[config.mk]
export PLATFORM = sky130hd
export DESIGN_NAME = conv_result_writer
export DESIGN_NICKNAME = d
export VERILOG_FILES = /design/src/rtl/conv_result_writer.sv
export SDC_FILE = /design/constraint.sdc
export NUM_CORES = 1
export LEC_CHECK = 0
export ABC_AREA = 1
export BUFFER_PORTS_ARGS = -buffer_cell sky130_fd_sc_hd__buf_2
export CAP_MARGIN = 40
export CORE_ASPECT_RATIO = 1.4
export CORE_MARGIN = 3
export CORE_UTILIZATION = 50
export DETAILED_ROUTE_END_ITERATION = 8
export PLACE_DENSITY = 0.71
export REMOVE_ABC_BUFFERS = 1
export SLEW_MARGIN = 20
export SYNTH_ARGS = -nofsm -noshare
export SYNTH_HDL_FRONTEND = slang
export SYNTH_SLANG_ARGS = --single-unit
[constraint.sdc]
create_clock -name clk -period 3 [get_ports clk]
set_input_delay 0.15 -clock clk [delete_from_list [all_inputs] [get_ports clk]]
set_output_delay 0.15 -clock clk [all_outputs]
set_load 0.02 [all_outputs]
[src/rtl/conv_result_writer.sv]
`default_nettype none
// ============================================================================
//  Module   : conv_result_writer
//  Purpose  : Compacts the valid 3x3-window result stream into a feature-map
//             frame and writes it through a ready/valid port behind a FIFO.
//             Build option CONV_WRITER_ZERO_BORDER_EN keeps full-frame
//             addressing and writes stalled positions as zero.
//  Revision : 1.0  initial release
// ============================================================================
module conv_result_writer #(
    parameter int IMAGE_WIDTH  = 256,
    parameter int IMAGE_HEIGHT = 256,
    parameter int ADDR_WIDTH   = 16,
    parameter int BASE_ADDR    = 0,
    parameter int FIFO_DEPTH   = 8
) (
    input  logic                  clk,
    input  logic                  rst,
    input  logic                  start,
    input  logic [7:0]            pix_in,
    input  logic                  stall_in,
    output logic                  mem_we,
    output logic [ADDR_WIDTH-1:0] mem_addr,
    output logic [7:0]            mem_wdata,
    input  logic                  mem_ready,
    output logic                  busy,
    output logic                  frame_done,
    output logic                  overflow
);

`ifdef CONV_WRITER_ZERO_BORDER_EN
    localparam int c_N = IMAGE_WIDTH * IMAGE_HEIGHT;
`else
    localparam int c_N = (IMAGE_WIDTH - 2) * (IMAGE_HEIGHT - 2);
`endif
    localparam int c_IDX_W = $clog2(c_N + 1);
    localparam int c_PTR_W = $clog2(FIFO_DEPTH);
    localparam int c_CNT_W = c_PTR_W + 1;

    localparam logic [ADDR_WIDTH-1:0] c_BASE     = ADDR_WIDTH'(BASE_ADDR);
    localparam logic [c_IDX_W-1:0]    c_LAST_IDX = c_IDX_W'(c_N - 1);
    localparam logic [c_CNT_W-1:0]    c_DEPTH    = c_CNT_W'(FIFO_DEPTH);

    localparam logic [1:0] c_ST_IDLE  = 2'd0;
    localparam logic [1:0] c_ST_RUN   = 2'd1;
    localparam logic [1:0] c_ST_DRAIN = 2'd2;
    localparam logic [1:0] c_ST_DONE  = 2'd3;

    logic [1:0]            r_state;
    logic [1:0]            w_state_nxt;
    logic [c_IDX_W-1:0]    r_idx;
    logic [ADDR_WIDTH-1:0] r_fifo_addr [FIFO_DEPTH];
    logic [7:0]            r_fifo_data [FIFO_DEPTH];
    logic [c_PTR_W-1:0]    r_wr_ptr;
    logic [c_PTR_W-1:0]    r_rd_ptr;
    logic [c_CNT_W-1:0]    r_count;
    logic                  r_we;
    logic [ADDR_WIDTH-1:0] r_addr;
    logic [7:0]            r_wdata;
    logic                  r_ovf;

    logic                  w_sample;
    logic [7:0]            w_sample_data;
    logic [ADDR_WIDTH-1:0] w_sample_addr;
    logic                  w_xfer;
    logic                  w_pop;
    logic                  w_push;
    logic                  w_drop;

    // A counted sample always advances idx, even when the FIFO has no room.
    always_comb begin
        w_sample      = 1'b0;
        w_sample_data = pix_in;
`ifdef CONV_WRITER_ZERO_BORDER_EN
        w_sample      = (r_state == c_ST_RUN);
        if (stall_in) begin
            w_sample_data = 8'd0;
        end
`else
        w_sample      = (r_state == c_ST_RUN) && !stall_in;
`endif
    end

    assign w_sample_addr = c_BASE + ADDR_WIDTH'(r_idx);
    assign w_xfer        = r_we && mem_ready;
    assign w_pop         = (r_count != '0) && (!r_we || w_xfer);
    assign w_push        = w_sample && ((r_count < c_DEPTH) || w_pop);
    assign w_drop        = w_sample && !w_push;

    always_ff @(posedge clk) begin
        if (rst) begin
            r_state <= c_ST_IDLE;
        end else begin
            r_state <= w_state_nxt;
        end
    end

    always_comb begin
        w_state_nxt = r_state;
        busy        = 1'b0;
        frame_done  = 1'b0;
        case (r_state)
            c_ST_IDLE: begin
                if (start) begin
                    w_state_nxt = c_ST_RUN;
                end
            end
            c_ST_RUN: begin
                busy = 1'b1;
                if (w_sample && (r_idx == c_LAST_IDX)) begin
                    w_state_nxt = c_ST_DRAIN;
                end
            end
            c_ST_DRAIN: begin
                busy = 1'b1;
                // Leave as the final write is accepted so frame_done follows it directly.
                if ((r_count == '0) && (!r_we || w_xfer)) begin
                    w_state_nxt = c_ST_DONE;
                end
            end
            c_ST_DONE: begin
                frame_done  = 1'b1;
                w_state_nxt = c_ST_IDLE;
            end
            default: begin
                w_state_nxt = c_ST_IDLE;
            end
        endcase
    end

    always_ff @(posedge clk) begin
        if (rst) begin
            r_idx    <= '0;
            r_wr_ptr <= '0;
            r_rd_ptr <= '0;
            r_count  <= '0;
            r_we     <= 1'b0;
            r_addr   <= '0;
            r_wdata  <= '0;
            r_ovf    <= 1'b0;
        end else begin
            if ((r_state == c_ST_IDLE) && start) begin
                r_idx <= '0;
                r_ovf <= 1'b0;
            end else begin
                if (w_sample) begin
                    r_idx <= r_idx + c_IDX_W'(1);
                end
                if (w_drop) begin
                    r_ovf <= 1'b1;
                end
            end

            if (w_push) begin
                r_wr_ptr <= r_wr_ptr + c_PTR_W'(1);
            end

            // Output register refills from the FIFO head in the handshake cycle.
            if (w_pop) begin
                r_rd_ptr <= r_rd_ptr + c_PTR_W'(1);
                r_we     <= 1'b1;
                r_addr   <= r_fifo_addr[r_rd_ptr];
                r_wdata  <= r_fifo_data[r_rd_ptr];
            end else if (w_xfer) begin
                r_we <= 1'b0;
            end

            case ({w_push, w_pop})
                2'b10:   r_count <= r_count + c_CNT_W'(1);
                2'b01:   r_count <= r_count - c_CNT_W'(1);
                default: r_count <= r_count;
            endcase
        end
    end

    always_ff @(posedge clk) begin
        if (w_push) begin
            r_fifo_addr[r_wr_ptr] <= w_sample_addr;
            r_fifo_data[r_wr_ptr] <= w_sample_data;
        end
    end

    assign mem_we    = r_we;
    assign mem_addr  = r_addr;
    assign mem_wdata = r_wdata;
    assign overflow  = r_ovf;

endmodule
`default_nettype wire
==> out/results.tsv <==
metric	value	unit
CP arrival	2.39	ns
routability cong.	0.8097	
share of cells above drive strength 1	0.1153	
Ports	41	
TNS Setup	0	ns
max-cap viol count	0	
Iter 0 DRT Violations	695	
Worst EP required	3.15	ns
status	complete, no violations	
placed cells	1178	
Avg Cell Area, Syn	10.99	µm²
yosys synthesis warning count	0	
diode count	0	
period utilization	0.7493	
global-route wire length before repair	33.11	mm
most used flip-flop cell after synthesis	edfxtp_1	
routed length per instance	16.56	µm
vias in the first global route	6588	
total CTS buffers	23	
fin nets	988	
Comb pwr share	0.270	
CP Launch Type	register	
Async S/R FF share, synth	0	
initial antenna violation count	0	
Sw Share	0.3248	
slew margin rel.	0.4962	
total grt overflow	0	
final antenna-violating net count	0	
critical path class	register to register	
Switch Pwr	3.097	mW
Hold Crit Start	start	
Worst VDD drop	0.0006454	V
Lkg Pwr	4.309	nW
Clk pwr share	0.290	
min-delay worst type	input port to register	
total power per unit cell area	840.1	mW/mm²
Seq. cell area	0.006852	mm²
Final HPWL DP	12.16	mm
number of port buffers	40	
final instance area	0.01135	mm²
initial core utilization	0.5167	
drt first pass iters	5	
multi-input logic area	0.002501	mm²
Routed WL	20.33	mm
Final Skew	0.009843	ns
final setup vio count	0	
fin crit period	2.248	ns
Chip Height	173.7	µm
Synth Register Bits	246	
final hold vios	0	
fin. max-slew vios	0	
Reg power frac	0.440	
RSZ-0062 raised after global routing	false	
H-tree lvl count	1	
Via density	5.364	
Fmax	0.4448	GHz
EDFF count, synth	192	
sequential fraction of the synthesis area	0.6814	
DIE WIDTH	125.8	µm
fin cells	1228	
Sinks on Clock Net	246	
pin count of the biggest net entering global routing	99	
overall global routing resource usage	0.1861	
Post-CTS Setup Bufs	0	
clock slew at reported path FFs	0.06	ns
Synth Instances	914	
CP max FO	24	
Hold WS	0.04826	ns
overall power	9.537	mW
Internal Pwr Total	6.440	mW
Worst Tran Pin Value	0.7511	ns
Max Root-Sink Buffers	3	
Skew-Pair Late Insertion Delay	0.49	ns
routed vias	6587	
CP startpoint	r_state[1]$_SDFFE_PP0P_	
DRC viols	0	
row cnt	60	
synth-to-layout area growth	12.99	%
CTS tree	built	
Crit. End Element	register	
CTS root buffer	clkbuf_16	
fill count	1571	
DP Area	0.01055	mm²
core area	0.01944	mm²
worst r2r src	r_state[1]$_SDFFE_PP0P_	
Post-Syn Area	0.01005	mm²
die area	0.02186	mm²
Netlist cell types	30	
## layout make-up
cell class | instances | share of cell area
Sequential cell | 246 | 0.6036
Timing Repair Buffer | 70 | 0.04276
Inverter | 130 | 0.04298
Clock inverter | 13 | 0.009809
Clock buffer | 28 | 0.05324
Tap cell | 248 | 0.02733
Multi-Input combinational cell | 493 | 0.2203
## cell families (layout without fill, tap and decap cells)
family,after synthesis,count (layout),share of synthesized area
fa+ha+maj,11,11,0.01370
xor+xnor,3,3,0.002616
compound gates,285,285,0.1489
buf+inv,175,241,0.07161
flops,246,246,0.6814
simple gates,194,194,0.08169
## what timing repair did
| item | in CTS | in global routing |
|---|---|---|
| hold buffers | 9 | 0 |
| resized for setup | 0 | 0 |
| endpoints found under the hold margin | 66 | 0 |
## per-stage QoR
stage | setup WS [ns] | util
2_1_floorplan | -0.9555 | -
4_1_cts | 0.7362 | 0.5838
5_1_grt | 0.5949 | 0.5838
3_3_place_gp | 0.8742 | 0.5424
3_5_place_dp | 0.7522 | 0.5424
6_report | 0.7520 | 0.5838
## flip-flops by register name, indices dropped and copies added (netlist names)
signal / cells
r_fifo_addr: 128
r_fifo_data: 64
mem_addr: 16
r_idx: 16
mem_wdata: 8
r_count: 4
r_rd_ptr: 3
r_wr_ptr: 3
r_state: 2
mem_we: 1
overflow: 1
## path summary, 6_finish.rpt
kind                                   to  slack, ns  cells past startpoint
min reg2reg         overflow$_SDFFE_PP0P_       0.51                      2
max          r_fifo_addr[4][10]$_DFFE_PP_       0.75                      8
min                 r_idx[0]$_SDFFE_PP0P_       0.05                      4
max reg2reg  r_fifo_addr[4][10]$_DFFE_PP_       0.75                      8
## power groups by stage
stage / clock network, mW / registers [mW] / logic (mW)
global placement: 0 / 4.26 / 2.51
floorplan: 0 / 4.68 / 1.34
global route: 2.96 / 4.25 / 2.92
CTS: 2.82 / 4.20 / 2.60
finish: 2.76 / 4.20 / 2.57
detailed placement: 0 / 4.27 / 2.57
## critical path: stages, from the launching register on
cell and delay, ns:
dfxtp_1 0.33, inv_1 0.10, ha_1 0.22, nand2_1 0.15, inv_2 0.18, nand2_4 0.10, or2_2 0.35, nor2_2 0.09
buf_4 0.36
## cell usage in the layout, fill, tap and decap left out, types with 2 or more instances in the layout
cell,synthesis,routed
edfxtp_1,192,192
inv_1,126,126
a21oi_1,122,122
o21ai_0,111,111
nand2_1,102,102
dfxtp_1,54,52
buf_2,14,40
nand3_1,37,37
nor2_1,42,34
o211ai_1,25,25
o21ai_1,24,24
clkbuf_16,0,23
buf_4,4,18
ha_1,11,11
nor2_2,1,9
dlygate4sd3_1,0,9
clkinv_1,2,7
clkinv_2,0,5
clkbuf_1,20,4
xor2_1,3,3
or2_2,3,3
nand4_1,3,3
buf_12,0,3
inv_2,2,2
nor3_1,2,2
bufinv_16,0,2
## synth_stat cells, types with 2 or more instances
master | count | area share
a21oi_1 | 122 | 0.061
buf_1 | 3 | 0.0011
buf_2 | 14 | 0.0070
buf_4 | 4 | 0.0030
buf_6 | 4 | 0.0045
clkbuf_1 | 20 | 0.0075
clkinv_1 | 2 | 0.00075
dfxtp_1 | 54 | 0.11
edfxtp_1 | 192 | 0.57
ha_1 | 11 | 0.014
inv_1 | 126 | 0.047
inv_2 | 2 | 0.00075
nand2_1 | 102 | 0.038
nand3_1 | 37 | 0.018
nand4_1 | 3 | 0.0019
nor2_1 | 42 | 0.016
nor3_1 | 2 | 0.0010
o211ai_1 | 25 | 0.019
o21ai_0 | 111 | 0.055
o21ai_1 | 24 | 0.012
or2_2 | 3 | 0.0019
xor2_1 | 3 | 0.0026
## routing by layer
metal	global-route usage	wire length (µm)	up-vias
met5	0	0	-
met4	0.06306	553	0
met3	0.02374	760	37
met2	0.3324	10560	149
met1	0.2334	8452	3137
li1	-	-	3264
Note: power is estimated with default switching activity, not from simulation.
